## config.mk

```make
export PLATFORM = sky130hd
export DESIGN_NAME = fifo
export DESIGN_NICKNAME = d
export VERILOG_FILES = /design/src/rtl/fifo.sv
export SDC_FILE = /design/constraint.sdc
export NUM_CORES = 1
export LEC_CHECK = 0
export CAP_MARGIN = 20
export CORE_MARGIN = 2
export CORE_UTILIZATION = 60
export DETAILED_ROUTE_END_ITERATION = 8
export PLACE_DENSITY = 0.79
export RECOVER_POWER = 100
export SKIP_LAST_GASP = 1
export SLEW_MARGIN = 40
export SYNTH_ARGS = -nofsm -noshare
export SYNTH_HDL_FRONTEND = slang
export SYNTH_SLANG_ARGS = --single-unit
```

## constraint.sdc

```tcl
create_clock -name clk_i -period 2.7 [get_ports clk_i]
set_clock_uncertainty 0.2 [all_clocks]
set_input_delay 0.405 -clock clk_i [delete_from_list [all_inputs] [get_ports clk_i]]
set_output_delay 0.405 -clock clk_i [all_outputs]
set_load 0.05 [all_outputs]
```

## src/rtl/fifo.sv

```systemverilog
// Single-clock FIFO of 2**ADDR_BITS words. Pointers carry an extra wrap bit
// so that full and empty can both be decoded from the registered pointers.
module fifo #(
  parameter int WORD_BITS = 8,
  parameter int ADDR_BITS = 4
) (
  input  logic                 clk_i,
  input  logic                 reset_i,
  input  logic                 read_i,
  input  logic                 write_i,
  input  logic [WORD_BITS-1:0] wdata_i,
  output logic                 empty_o,
  output logic                 full_o,
  output logic [WORD_BITS-1:0] rdata_o
);

  localparam int DEPTH = 2 ** ADDR_BITS;

  logic [WORD_BITS-1:0] mem_r [DEPTH];
  logic [ADDR_BITS:0]   wptr_r;
  logic [ADDR_BITS:0]   rptr_r;
  logic [WORD_BITS-1:0] rdata_r;

  logic                 empty_s;
  logic                 full_s;
  logic                 rd_acc_s;
  logic                 wr_acc_s;
  logic [ADDR_BITS:0]   wptr_inc_s;
  logic [ADDR_BITS:0]   rptr_inc_s;

  // Flag decode and accept qualification from the registered pointers.
  always_comb begin
    empty_s    = 1'b0;
    full_s     = 1'b0;
    rd_acc_s   = 1'b0;
    wr_acc_s   = 1'b0;
    wptr_inc_s = wptr_r + {{ADDR_BITS{1'b0}}, 1'b1};
    rptr_inc_s = rptr_r + {{ADDR_BITS{1'b0}}, 1'b1};
    if (wptr_r == rptr_r) begin
      empty_s = 1'b1;
    end else begin
      empty_s = 1'b0;
    end
    if ((wptr_r[ADDR_BITS-1:0] == rptr_r[ADDR_BITS-1:0]) &&
        (wptr_r[ADDR_BITS] != rptr_r[ADDR_BITS])) begin
      full_s = 1'b1;
    end else begin
      full_s = 1'b0;
    end
    // A pop on a full FIFO frees the slot the simultaneous push needs.
    rd_acc_s = read_i & ~empty_s;
    wr_acc_s = write_i & (~full_s | rd_acc_s);
  end

  // Pointer and read-data registers; reset has priority over both requests.
  always_ff @(posedge clk_i) begin
    if (!reset_i) begin
      wptr_r  <= {(ADDR_BITS+1){1'b0}};
      rptr_r  <= {(ADDR_BITS+1){1'b0}};
      rdata_r <= {WORD_BITS{1'b0}};
    end else begin
      if (wr_acc_s) begin
        wptr_r <= wptr_inc_s;
      end else begin
        wptr_r <= wptr_r;
      end
      if (rd_acc_s) begin
        rptr_r  <= rptr_inc_s;
        rdata_r <= mem_r[rptr_r[ADDR_BITS-1:0]];
      end else begin
        rptr_r  <= rptr_r;
        rdata_r <= rdata_r;
      end
    end
  end

  // Storage array; deliberately not cleared by reset.
  always_ff @(posedge clk_i) begin
    if (reset_i && wr_acc_s) begin
      mem_r[wptr_r[ADDR_BITS-1:0]] <= wdata_i;
    end
  end

  assign empty_o = empty_s;
  assign full_o  = full_s;
  assign rdata_o = rdata_r;

endmodule

```

# After elaboration in Yosys (flattened, before gate mapping)

Memory sizes are Yosys's and may differ from the RTL's. A register that Yosys moved wholly into a read port is not among the register bits.
Index checks and enable logic that the tools add are counted.

Add/sub/neg operators: 2
Equality and inequality tests: 3
Mux-type cells: 4
Bitwise operators: 5
Reduce and logical (&&, ||, !) cells: 3

Operators with widths:

| kind                                        | number |
|---|---|
| adder 5 x 1 -> 5 bit, second input constant | 2 |
| == test 5 bit                               | 1 |
| == test 4 bit                               | 1 |
| two-way mux 1 bit                           | 4 |
| bitwise AND 1 bit                           | 2 |
| logical AND 1 bit                           | 2 |
| NOT 1 bit                                   | 2 |
| zero test 1 bit                             | 1 |
| inequality test 1 bit                       | 1 |
| OR 1 bit                                    | 1 |

Register bits: 10
Memory bits (writable): 128
Output and inout port bits: 10
Memories: 1

Memories:

| name  | depth | bits a word | rd ports | clocked after Yosys merged registers in | wr ports | RTL line | RTL |
|---|---|---|---|---|---|---|---|
| mem_r | 16    | 8           | 1        | 1                                       | 1        | 19       | `logic [WORD_BITS-1:0] mem_r [DEPTH];` |

# Depth between registers and ports, before layout

Gate-level depths: netlist of the first run.

Depth in word-level cells: 9
Mapped depth: 8

# Worst setup path after synthesis of the first run

Ideal clock, no wire load.

Path type: register to register
Start: register rptr_r[2]
End: memory mem_r[2][0] (enable)
Setup time: 0.383 ns
Data arrival time: 1.708 ns
Required time: 2.117 ns
Slack: 0.408 ns
Stages on the path, launching flop included: 7
Clock period less this slack: 2.292 ns
Cells stage by stage: dfxtp_1 buf_2 xnor2_1 nand4_2 or3_1 nand4_1 nor3_1

Longest elaborated chain between the ends: 9
Elaborated cells between the ends (all ways): 13
Those cells by class: 2 x eq/ne; 4 x mux; 5 x bitwise; 2 x reduce/logical

RTL lines:

| what                                                   | RTL line | RTL |
|---|---|---|
| from (decl)                                            | 21       | `logic [ADDR_BITS:0] rptr_r;` |
| from (signal assigned)                                 | 59       | `rptr_r <= {(ADDR_BITS+1){1'b0}};` |
| from (signal assigned)                                 | 68       | `rptr_r <= rptr_inc_s;` |
| from (signal assigned)                                 | 71       | `rptr_r <= rptr_r;` |
| == test 5 bit or == test 4 bit (tied branches)         | 39, 44   |  |
| two-way mux 1 bit or logical AND 1 bit (tied branches) | 39, 44   |  |
| NOT 1 bit or two-way mux 1 bit (tied branches)         | 51, 44   |  |
| bitwise AND 1 bit or NOT 1 bit (tied branches)         | 51, 52   |  |
| OR 1 bit *                                             | 52       | `wr_acc_s = write_i & (~full_s \| rd_acc_s);` |
| bitwise AND 1 bit *                                    | 52       |  |
| logical AND 1 bit *                                    | 79       | `if (reset_i && wr_acc_s) begin` |
| two-way mux 1 bit *                                    | 79       |  |
| two-way mux 1 bit (not written as such) *              | 80       | `mem_r[wptr_r[ADDR_BITS-1:0]] <= wdata_i;` |
| to (decl)                                              | 19       |  |

Mark *: on every way between the ends. The rest lies on a longest branch, timed or not.

# Worst setup path after layout of the first run

Start: register rptr_r[4]
End: memory mem_r[10][6] (enable)

Longest elaborated chain between the ends: 9
Elaborated cells between the ends (all ways): 13
Those cells by class: 2 x eq/ne; 4 x mux; 5 x bitwise; 2 x reduce/logical

RTL lines:

| what                                                   | RTL line |
|---|---|
| == test 5 bit or inequality test 1 bit (tied branches) | 39, 45 |
| two-way mux 1 bit or logical AND 1 bit (tied branches) | 39, 44 |
| NOT 1 bit or two-way mux 1 bit (tied branches)         | 51, 44 |
| bitwise AND 1 bit or NOT 1 bit (tied branches)         | 51, 52 |
| OR 1 bit *                                             | 52 |
| bitwise AND 1 bit *                                    | 52 |
| logical AND 1 bit *                                    | 79 |
| two-way mux 1 bit *                                    | 79 |
| two-way mux 1 bit (not written as such) *              | 80 |

Marks and branches as above.

==> impl_metrics.tcl, run 1 <==
set metrics [dict create \
    synthTopCellsByArea "edfxtp_1 (65%), dfxtp_1 (6.1%), mux4_1 (5.8%), mux4_2 (4.2%), mux2_2 (3.0%)" \
    antenna_found_initial 0 \
    grt_max_degree 53 \
    synth_top_area_cell "edfxtp_1" \
    viasPerCell 6.17 \
    synth_seq_area_share 0.710 \
    die_h_um 103 \
    status "finished clean" \
    num_vias 3215 \
    rows 36 \
    ant_nets 0 \
    coreArea_um2 9680 \
    fp.dieW_um 103 \
    layout_setup_ws_ns 0.105 \
    synth_commonest_cells "edfxtp_1 (128), dfxtp_1 (18), a21oi_1 (16), mux2_2 (16), nor2_1 (14)" \
    hpwl_mm 7.10 \
    synth_edf_count 128 \
    path_class "reg2reg" \
    grt_pass1_wl_mm 18.1 \
    grt_pass1_vias 3229 \
    ir_worst_vdd_mv 0.490 \
    clkSlewWorstSetupHoldPaths_ns 0.06 \
    dr.first_iter.drc_count 372 \
    pre_cts_ws_ns -0.0611 \
    fin_area_um2 6870 \
    cp.arrival_ns 2.56 \
    cts_made_buffers 17 \
    cp_slowest_stage_delay_ns 0.62 \
    synthesis.area_um2 5920 \
    hold_violations 0 \
    start_util 0.612 \
    ioPinCount 22 \
    cts_tree "done" \
    gp_congestion 0.842 \
    overflow 0 \
    netlist-cell-type-count 36 \
    drc 0 \
    rsz0062_at_grt "yes" \
    yosys_warnings 0 \
    nFillCells 585 \
    worst_ep_required_time_ns 2.66 \
    slew_headroom 0.460 \
    port_buffers 21 \
    tns_ns 0 \
    place_area_um2 6320 \
    crit_buf_inv 1 \
    cp-end-kind "register" \
    critical-path-top-delay-family "simple AND/OR/NAND/NOR gates" \
    async_flop_share 0 \
    worstPathMaxFanout 8 \
    cts_hold_buf 0 \
    nets 392 \
    cap_violations 0 \
    p_per_area_nw_per_um2 793 \
    worstMarginPinSlew_ns 0.807 \
    wire_per_inst_um 23.1 \
    period_minus_slack_ns 2.60 \
    yosysMostFrequentCell "edfxtp_1" \
    diodes 0 \
    hold_class "reg2reg" \
    setup_violations 0 \
    clk-insertion-delay-late_ns 0.53 \
    path_cells "xnor2_1 -> or3_1 -> buf_4 -> nand4_1 -> nor2_1" \
    startpoint_type "register" \
    netlist.area_leader.share 0.649 \
    cts_setup_buffers 0 \
    synth_nets 357 \
    wl_mm 12.0 \
    netlist_instances 340 \
    drive_gt1_frac 0.196 \
    syn_area_per_cell_um2 17.4 \
    dieArea_um2 10700 \
    holdWs_ns 0.340 \
    cts_root_buffer "clkbuf_8" \
    ys_ff_latch 146 \
    period_share 0.961 \
    cts.path.max_buffers 2 \
    cts.sinks 146 \
    clock.fmax_mhz 385 \
    cpMaxStageDelayCell "nor2_1" \
    synth_ff_type "edfxtp_1" \
    cellLeakagePower_nw 2.22 \
    syn2layout_area_growth_pct 16.0 \
    maxSlewViolCount 0 \
    dr.pass1.iters 6 \
    htreeDepth 4 \
    groute.usage.overall 0.247 \
]
[per-layer routing]
layer / GRT usage / share of wire / vias to the layer above / wire (um)
li1: - / - / 1431 / -
met1: 0.329 / 0.41 / 1599 / 4900
met2: 0.389 / 0.50 / 158 / 5970
met3: 0.0733 / 0.070 / 27 / 846
met4: 0.0951 / 0.027 / 0 / 327
met5: 0.0192 / 0 / - / 0
[sequential cells by signal (all words and copies together), names as in the netlist]
signal and count:
mem_r 128, rdata_o 8, rptr_r 5, wptr_r 5
[path summary, 6_finish.rpt]
kind	from	end	slack [ns]	depth (start not counted)
worst max-delay path	rptr_r[4]	mem_r[10][6]	0.10	5
worst min-delay path	rdata_o[7]	rdata_o[7]	0.34	2
worst min register to register	rdata_o[7]	rdata_o[7]	0.34	2
worst max register to register	rptr_r[4]	mem_r[10][6]	0.10	5
[final cells by class]
| cell class | count | area (um2) | area share |
|---|---|---|---|
| multi-input combinational | 173 | 1610 | 0.234 |
| clock buffer | 19 | 422 | 0.0613 |
| sequential | 146 | 4200 | 0.612 |
| timing repair buffer | 35 | 305 | 0.0444 |
| tap | 133 | 166 | 0.0242 |
| inverter | 2 | 7.51 | 0.00109 |
| clock inverter | 13 | 160 | 0.0233 |
[timing repair]
action / in CTS / in global routing
endpoints found under the setup margin: 0 / 15
resized for setup: 0 / 3
endpoints found under the hold margin: 0 / 0
[logic make-up after synthesis]
logic type,count (synthesis),share of synthesized area
AOI/OAI and AO/OA,52,0.0543
xor gates and xnor gates,9,0.0133
buffers and inverters,21,0.0218
and+or+nand+nor,65,0.0572
DFF,146,0.710
muxes,42,0.133
adders and majority gates,5,0.0106
[worst reg2reg max path: cells and delay by family, from the launching register on]
family	cells	cell delay, ns
flip-flops	1	0.34
buffers and inverters	1	0.14
AND/OR/NAND/NOR	3	1.19
XOR/XNOR	1	0.36
[layout by cell type, fill, tap and decap left out, types with 3 or more instances in the layout]
cell type,Yosys,routed
mux2_2,16,16
nor2_1,14,11
o21ai_0,12,13
o22ai_1,8,8
dlygate4sd3_1,0,16
nand2_1,8,8
a21boi_0,3,3
nand4_1,4,4
clkbuf_2,0,4
or3_1,3,3
a21oi_1,16,16
ha_1,5,5
clkinvlp_4,0,3
xnor2_1,8,8
edfxtp_1,128,128
mux4_1,13,13
nor2b_1,8,8
clkbuf_16,0,16
mux4_2,11,11
clkdlybuf4s50_1,0,3
nand2b_1,6,6
nor2_2,0,3
nand3_1,5,5
nor3_1,12,10
a211oi_1,8,8
bufinv_16,0,3
clkbuf_1,8,4
buf_4,0,9
dfxtp_1,18,18
[power by group]
group / switching, W / internal [W]
clock: 0.000876 / 0.00141
sequential: 0.0000247 / 0.00251
combinational: 0.000417 / 0.000223
total: 0.00132 / 0.00413
[per-stage QoR]
step,instances,utilization,power (W)
after floorplan,340,-,0.00302
after global placement,489,0.652,0.00324
after detailed placement,489,0.653,0.00325
after CTS,521,0.713,0.00552
after global routing,521,0.710,0.00561
final,521,0.710,0.00545
Note: power is estimated with default switching activity, not from simulation.
==> run 2: changes to the inputs <==
--- a/config.mk
+++ b/config.mk
@@ -9,10 +9,10 @@
 export CORE_MARGIN = 2
 export CORE_UTILIZATION = 60
 export DETAILED_ROUTE_END_ITERATION = 8
+export MAX_ROUTING_LAYER = met4
 export PLACE_DENSITY = 0.79
 export RECOVER_POWER = 100
 export SKIP_LAST_GASP = 1
-export SLEW_MARGIN = 40
 export SYNTH_ARGS = -nofsm -noshare
 export SYNTH_HDL_FRONTEND = slang
 export SYNTH_SLANG_ARGS = --single-unit
==> constraint.sdc (replaced) <==
create_clock -name clk_i -period 3.1 [get_ports clk_i]
set_clock_uncertainty 0.2 [all_clocks]
set_input_delay 0.465 -clock clk_i [delete_from_list [all_inputs] [get_ports clk_i]]
set_output_delay 0.465 -clock clk_i [all_outputs]
set_load 0.05 [all_outputs]
==> run 2 against run 1 <==
Count of clock-buffer cells in the layout is 1 higher. Total power shrank 14%. Design area fell by 1.2%. Combinational power down 14%. Sequential power is 13% lower. Wire length is 1.5% lower. Largest cell class unchanged.
==> impl_metrics.tcl, run 2 (same netlist as run 1, synthesis figures left out) <==
set metrics [dict create \
    die_h_um 103 \
    cts-resized-gates 0 \
    ir_worst_vdd_mv 0.302 \
    groute.usage.overall 0.249 \
    clkSlewWorstSetupHoldPaths_ns 0.06 \
    wl_mm 11.9 \
    cp-end-kind "register" \
    htreeDepth 4 \
    cp.arrival_ns 3.04 \
    p_per_area_nw_per_um2 691 \
    period_minus_slack_ns 2.86 \
    hpwl_mm 7.20 \
    ant_nets 0 \
    start_util 0.612 \
    holdWs_ns 0.341 \
    setup_violations 0 \
    pre_cts_ws_ns 0.238 \
    cts.sinks 146 \
    intPower_w 0.00358 \
    dr.pass1.iters 5 \
    grt_util_met1 0.320 \
    clock.fmax_mhz 350 \
    cellLeakagePower_nw 2.19 \
    worstMarginPinSlew_ns 1.18 \
    grt_pass1_vias 3218 \
    rsz0062_at_grt "no" \
    cts_made_buffers 17 \
    worst_ep_required_time_ns 3.28 \
    status "finished clean" \
    cts_tree "done" \
    use_met3 0.0659 \
    wire_per_inst_um 22.9 \
    diodes 0 \
    clkPwrFrac 0.414 \
    final_cell_count_no_fill 519 \
    dp.cells 486 \
    final_common_cell "edfxtp_1" \
    cts_root_buffer "clkbuf_8" \
    gp_congestion 0.821 \
    period_share 0.923 \
    syn2layout_area_growth_pct 14.6 \
    clk-insertion-delay-late_ns 0.51 \
    pwr-share-seq 0.470 \
    maxSlewViolCount 0 \
    cts_hold_buf 0 \
    grt_max_degree 53 \
    place_area_um2 6280 \
    startpoint_type "register" \
    num_vias 3195 \
    cap_violations 0 \
    overflow 0 \
    grt_pass1_wl_mm 18.0 \
    p_sw_w 0.00111 \
    final_cell_mix "edfxtp_1 (128), dfxtp_1 (18), a21oi_1 (16), clkbuf_16 (16), dlygate4sd3_1 (16)" \
    drc 0 \
    nets 390 \
    dieArea_um2 10700 \
    dr.first_iter.drc_count 222 \
    swShare 0.237 \
    antenna_found_initial 0 \
    cts_setup_buffers 0 \
    hold_class "reg2reg" \
    largest_reg_flops 128 \
    coreArea_um2 9680 \
    fin_area_um2 6790 \
    slew_headroom 0.213 \
    ioPinCount 22 \
    port_buffers 21 \
    tns_ns 0 \
    layout_setup_ws_ns 0.239 \
    drive_gt1_frac 0.155 \
    comb_power_share 0.117 \
    viasPerCell 6.16 \
    hold_violations 0 \
    path_class "reg2reg" \
    fp.dieW_um 103 \
    worstPathMaxFanout 52 \
    met2_usage 0.385 \
    top_usage_layer "met2" \
    rows 36 \
    cts.path.max_buffers 2 \
]
-- run 2: metrics by stage --
stage	total power, W	utilization
6_report	0.00470	0.701
5_1_grt	0.00484	0.701
4_1_cts	0.00476	0.707
3_5_place_dp	0.00283	0.649
3_3_place_gp	0.00282	0.649
2_1_floorplan	0.00263	-
-- run 2: final timing paths --
path | from | end | slack, ns | cells past startpoint
setup / recovery | rptr_r[2] | rdata_o[6] | 0.24 | 6
hold / removal | rdata_o[4] | rdata_o[4] | 0.34 | 2
setup reg to reg | rptr_r[2] | rdata_o[6] | 0.24 | 6
hold reg to reg | rdata_o[4] | rdata_o[4] | 0.34 | 2
-- run 2: layout make-up --
class / count / area, um2
Tap cell: 133 / 166
Multi-Input combinational cell: 173 / 1580
Clock inverter: 12 / 140
Inverter: 2 / 7.51
Timing Repair Buffer: 33 / 270
Clock buffer: 20 / 425
Sequential cell: 146 / 4200
Fill cell: 571 / 2890
-- run 2: layer usage --
| metal | routed length [um] | vias up |
|---|---|---|
| met1 | 4880 | 1585 |
| met4 | 261 | 0 |
| met5 | 0 | - |
| met2 | 5910 | 157 |
| li1 | - | 1429 |
| met3 | 814 | 24 |
-- run 2: critical path: stages (launching register included) --
cell and delay (ns):
dfxtp_1 0.36, clkbuf_2 0.88, mux4_2 0.65, o22ai_1 0.31, nor3_1 0.09, a21oi_1 0.13
a21oi_1 0.07
-- run 2: power by group through the flow --
stage	Clock [W]	Combinational [W]	Sequential [W]
2_1_floorplan	0	0.000298	0.00233
6_report	0.00194	0.000548	0.00221
3_3_place_gp	0	0.000577	0.00224
4_1_cts	0.00196	0.000592	0.00221
5_1_grt	0.00205	0.000583	0.00221
3_5_place_dp	0	0.000583	0.00225
==> run 3: changes to the inputs <==
--- a/config.mk
+++ b/config.mk
@@ -6,11 +6,13 @@
 export NUM_CORES = 1
 export LEC_CHECK = 0
 export CAP_MARGIN = 20
+export CELL_PAD_IN_SITES_DETAIL_PLACEMENT = 0
+export CELL_PAD_IN_SITES_GLOBAL_PLACEMENT = 2
 export CORE_MARGIN = 2
-export CORE_UTILIZATION = 60
+export CORE_UTILIZATION = 50
 export DETAILED_ROUTE_END_ITERATION = 8
 export MAX_ROUTING_LAYER = met4
-export PLACE_DENSITY = 0.79
+export PLACE_DENSITY_LB_ADDON = 0.1
 export RECOVER_POWER = 100
 export SKIP_LAST_GASP = 1
 export SYNTH_ARGS = -nofsm -noshare
==> run 3 against run 2 <==
First-iteration DRC count grew 2.7%. Register-to-register slack improved by 0.11 ns. Clock power increased by 3%. Count of clock-buffer cells in the layout shrank 3. Die area increased by 19%. Flip-flop and latch count stayed put. Sequential power about the same. Total power up 0.85%. Global-route usage decreased by 4.4 points. Wire length fell by 1.3%. Combinational power about the same.
==> impl_metrics.tcl, run 3 (same netlist as run 1, synthesis figures left out) <==
set metrics [dict create \
    overflow 0 \
    tns_ns 0 \
    hold_violations 0 \
    htreeDepth 4 \
    hold_end "rdata_o[0]" \
    ioPinCount 22 \
    cts-resized-gates 0 \
    dr.first_iter.drc_count 228 \
    period_share 0.887 \
    holdWs_ns 0.340 \
    die_h_um 113 \
    slew_headroom 0.286 \
    period_minus_slack_ns 2.75 \
    post-route-util 0.596 \
    wire_per_inst_um 22.1 \
    hold_class "reg2reg" \
    cts.path.max_buffers 2 \
    antenna_found_initial 0 \
    ir_worst_vdd_mv 0.441 \
    min_path_cells 2 \
    nets 391 \
    cp-end-kind "register" \
    path_class "reg2reg" \
    nFillCells 862 \
    grt_max_degree 53 \
    cts_hold_buf 0 \
    hpwl_mm 7.52 \
    startpoint_type "register" \
    setup_violations 0 \
    worstReg2RegStart "rptr_r[2]" \
    rows 39 \
    cts_setup_buffers 0 \
    drc 0 \
    cts_made_buffers 17 \
    dr.pass1.iters 5 \
    rsz0062_at_grt "no" \
    viasPerCell 5.87 \
    clkSlewWorstSetupHoldPaths_ns 0.06 \
    coreArea_um2 11500 \
    cap_violations 0 \
    min_from "rdata_o[0]" \
    clock.fmax_mhz 364 \
    ant_nets 0 \
    diodes 0 \
    gp_congestion 0.805 \
    drive_gt1_frac 0.179 \
    p_per_area_nw_per_um2 693 \
    cp.arrival_ns 2.83 \
    cellLeakagePower_nw 2.19 \
    worstMarginPinSlew_ns 1.06 \
    grt_pass1_vias 3169 \
    largest_reg_flops 128 \
    syn2layout_area_growth_pct 15.3 \
    r2r_end "rdata_o[6]" \
    grt_pass1_wl_mm 18.2 \
    port_buffers 21 \
    worst_ep_required_time_ns 3.18 \
    clk-insertion-delay-late_ns 0.41 \
    ff2ff_setup_slack_ns 0.35 \
    final_common_cell "edfxtp_1" \
    worstPathMaxFanout 52 \
    cts_tree "done" \
    wl_mm 11.7 \
    start_util 0.517 \
    fp.dieW_um 113 \
    r2r_cells 6 \
    cts_root_buffer "clkbuf_16" \
    maxSlewViolCount 0 \
    status "finished clean" \
    dieArea_um2 12700 \
    cts.sinks 146 \
    final_cell_mix "edfxtp_1 (128), clkbuf_16 (17), dfxtp_1 (17)" \
    num_vias 3104 \
    groute.usage.overall 0.205 \
]
run 3: changes by cell type in the layout (fill, tap and decap cells not counted), moves of 3 or more:
cell / previous run / this run
clkbuf_1: 9 / 6
inv_6: 0 / 3
clkinv_1: 4 / 0
clkinvlp_4: 1 / 5
run 3: critical path, cell delays in order (launching register included):
cell     delay, ns
dfxtp_2       0.34
buf_2         0.82
mux4_2        0.65
o22ai_1       0.23
nor3_1        0.10
a21oi_1       0.16
a21oi_1       0.09
run 3: worst max-delay path by stage:
stage | from | to | slack [ns] | cells past startpoint
floorplan | rptr_r[2] | mem_r[2][0] | 0.81 | 6
global placement | read_i | mem_r[3][2] | 0.38 | 4
detailed placement | read_i | mem_r[3][2] | 0.26 | 4
CTS | rptr_r[4] | mem_r[3][4] | 0.44 | 4
global route | rptr_r[2] | rdata_o[6] | 0.16 | 6
finish | rptr_r[2] | rdata_o[6] | 0.35 | 6
run 3: metal layers:
metal / global-route usage / up-vias / wire [um]
li1: - / 1432 / -
met1: 0.278 / 1555 / 5370
met2: 0.302 / 100 / 5630
met3: 0.0461 / 17 / 460
met4: 0.0862 / 0 / 259
met5: - / - / 0
run 3: final cells by class:
class                      count  area, um2  share of cell area
tap                          143        179              0.0262
clock inverter                14        158              0.0231
timing repair buffer          34        278              0.0407
inverter                       2       7.51             0.00110
sequential                   146       4210               0.616
multi-input combinational    173       1580               0.231
clock buffer                  17        425              0.0623
run 3: through the flow:
stage	cell area [um2]	total power (W)	setup slack (ns)	std cells
after floorplan	5920	0.00263	0.808	340
final	6830	0.00474	0.350	529
after global routing	6830	0.00492	0.160	529
after global placement	6310	0.00284	0.381	498
after detailed placement	6310	0.00284	0.264	498
after CTS	6890	0.00482	0.443	529
run 3: power breakdown:
part	internal (W)	total [W]	switching [W]	leakage, nW
logic	0.000187	0.000546	0.000358	0.617
clock network	0.00119	0.00199	0.000795	0.270
registers	0.00218	0.00220	0.0000211	1.30
==> edit, RTL diff (config.mk and constraints of run 2) <==
Make the reset (`reset_i`) asynchronous in one clocked block.
--- a/src/rtl/fifo.sv
+++ b/src/rtl/fifo.sv
@@ -55,3 +55,3 @@
   // Pointer and read-data registers; reset has priority over both requests.
-  always_ff @(posedge clk_i) begin
+  always_ff @(posedge clk_i or negedge reset_i) begin
     if (!reset_i) begin
Formal check against the unedited RTL: differs if reset_i is asserted again (counterexample within 4 cycles, from zero or initial values and one cycle with reset_i low); with reset_i held inactive, the same outputs for 10 cycles.
==> edit against run 2 <==
- via count down 3.4%
- count of clock-buffer cells in the layout up 2
- non-clock buffer count down 5
- worst setup slack better by 4.2 ps
- sequential cell count unchanged
- sequential share of layout area about the same
- wire length down 1.7%
- final cell count down 4.4%
- design area up 2.1%
- synthesized area up 0.91%
- critical path type unchanged
Power is not compared: it rests on default switching activity, and its combinational part moved more than twofold at a synthesized area within 25%.
==> edit: results <==
[status]
outcome = complete, no violations

[grt]
grt_pass1_wl_mm = 17.8
grt_use_total = 0.236
antenna_found_initial = 0
grt_max_degree = 52

[route]
wl_met2_mm = 5.77
wl_mm = 11.7
detail-route-antenna-nets = 0
routed-via-count = 3087
m1WireLength_mm = 4.89
vias_per_cell = 6.22
drtPass1Iterations = 5
drt_first_iter_violations = 213
wl_met3_um = 821
top_layer = met4

[hold_path]
holdPathEnd = wptr_r[4]$_DFFE_PN0P_
worst_hold_path_type = flip-flop to flip-flop
min_path_cells = 1
min_from = wptr_r[4]$_DFFE_PN0P_

[worst_setup_path]
crit_path_top_delay_cell = a211oi_2
reg2reg_depth = 5
critPathMaxStageDelay_ps = 700
timing.rr.end = mem_r[3][3]$_DFFE_PP_
path_max_fanout = 15
worstPathArrival_ps = 2820
rr_startpoint = wptr_r[2]$_DFFE_PN0P_

[place]
gp_congestion = 0.852
placed_area_mm2 = 0.00633
dp_hpwl_mm = 7.22
placed_cells = 464

[yosys]
synthTopCellsByArea = edfxtp_1 64%, mux4_1 10%, dfrtp_1 7.5%, nor2b_1 1.9%, mux2_2 1.7%
yosysSeqAreaShare = 0.718
synth_nets = 338
async_reset_ff_frac = 0.123
netlist_top_cells_count = 128 x edfxtp_1, 23 x mux4_1, 18 x dfrtp_1, 18 x nor2b_1, 17 x a21oi_1
ys_types = 33
synthCells = 321
synth-edff-count = 128

[layout]
antenna_cells = 0
layout.nets = 367
nFillCells = 592
layout-drive-gt1-share = 0.135

[clock_tree]
insertion_delay_ps = 520
cts_buffers = 17
root_buffer = clkbuf_8
clkTransAtPathRegs_ps = 60
postCtsResizedCells = 0
htreeDepth = 4
cts_buffer_depth = 2

[sta]
slew_headroom = 0.306

[die]
core.rowCount = 36
==> edit: cell count changes in the layout (fill, tap and decap cells not counted), moves of 6 or more <==
cell	delta
nor3_1	-12
dfrtp_1	+17
o21ai_0	-12
mux2i_1	+6
o22ai_1	-8
nor2b_1	+10
mux4_1	+10
mux4_2	-10
a2111oi_0	+8
dfxtp_1	-18
nand2b_1	-6
and3_1	+15
mux2_2	-6
==> edit: how the worst max path moves through the flow <==
stage / from / to / slack [ps] / depth (start not counted)
final: wptr_r[2]$_DFFE_PN0P_ / mem_r[3][3]$_DFFE_PP_ / 240 / 5
after global routing: wptr_r[2]$_DFFE_PN0P_ / mem_r[11][6]$_DFFE_PP_ / 90 / 5
after CTS: wptr_r[2]$_DFFE_PN0P_ / mem_r[11][7]$_DFFE_PP_ / 300 / 5
after detailed placement: reset_i / mem_r[11][1]$_DFFE_PP_ / 330 / 4
after global placement: reset_i / mem_r[9][1]$_DFFE_PP_ / 370 / 4
after floorplan: rptr_r[2]$_DFFE_PN0P_ / mem_r[4][0]$_DFFE_PP_ / 790 / 7
==> edit: routing by layer <==
layer  GRT usage  vias up
met4       0.101        0
met1       0.309     1580
met5           -        -
met2       0.359      145
met3      0.0573       15
li1            -     1347
==> edit: cell families after synthesis <==
kind of cell / synth area share
AO/OA/AOI/OAI: 0.0400
buffers and inverters: 0.0228
adder cells (fa/ha/maj): 0.0105
XOR/XNOR: 0.0190
flip-flops: 0.718
multiplexers: 0.135
AND/OR/NAND/NOR: 0.0542
==> edit: where the power goes <==
group / switching, uW / leakage [uW] / internal (uW)
clock: 741 / 0.000308 / 1390
combinational: 1150 / 0.000768 / 799
sequential: 137 / 0.00136 / 2350
==> edit: layout make-up <==
type                    instances  area (um^2)  area share
multi-input cells             151         1540       0.222
inverters                       6         22.5     0.00325
clock buffers                  22          473      0.0682
well taps                     133          166      0.0240
flip-flops and latches        146         4300       0.619
repair buffers                 28          282      0.0406
clock inverters                10          155      0.0224
==> edit: stage by stage <==
step           power, uW  hold WS (ps)  setup WS [ps]  utilization
3_3_place_gp        4430           279            372        0.650
4_1_cts             6620          98.2            297        0.715
5_1_grt             6810           321           89.3        0.713
2_1_floorplan       3930         -30.6            786            -
3_5_place_dp        4490           286            330        0.650
6_report            6570           289            244        0.713
==> edit: worst max-delay path, delay by kind of cell (launching register included) <==
family / cells / cell delay, ps
AOI/OAI and AO/OA: 1 / 700
xor gates and xnor gates: 1 / 240
DFF: 1 / 480
and+or+nand+nor: 3 / 870
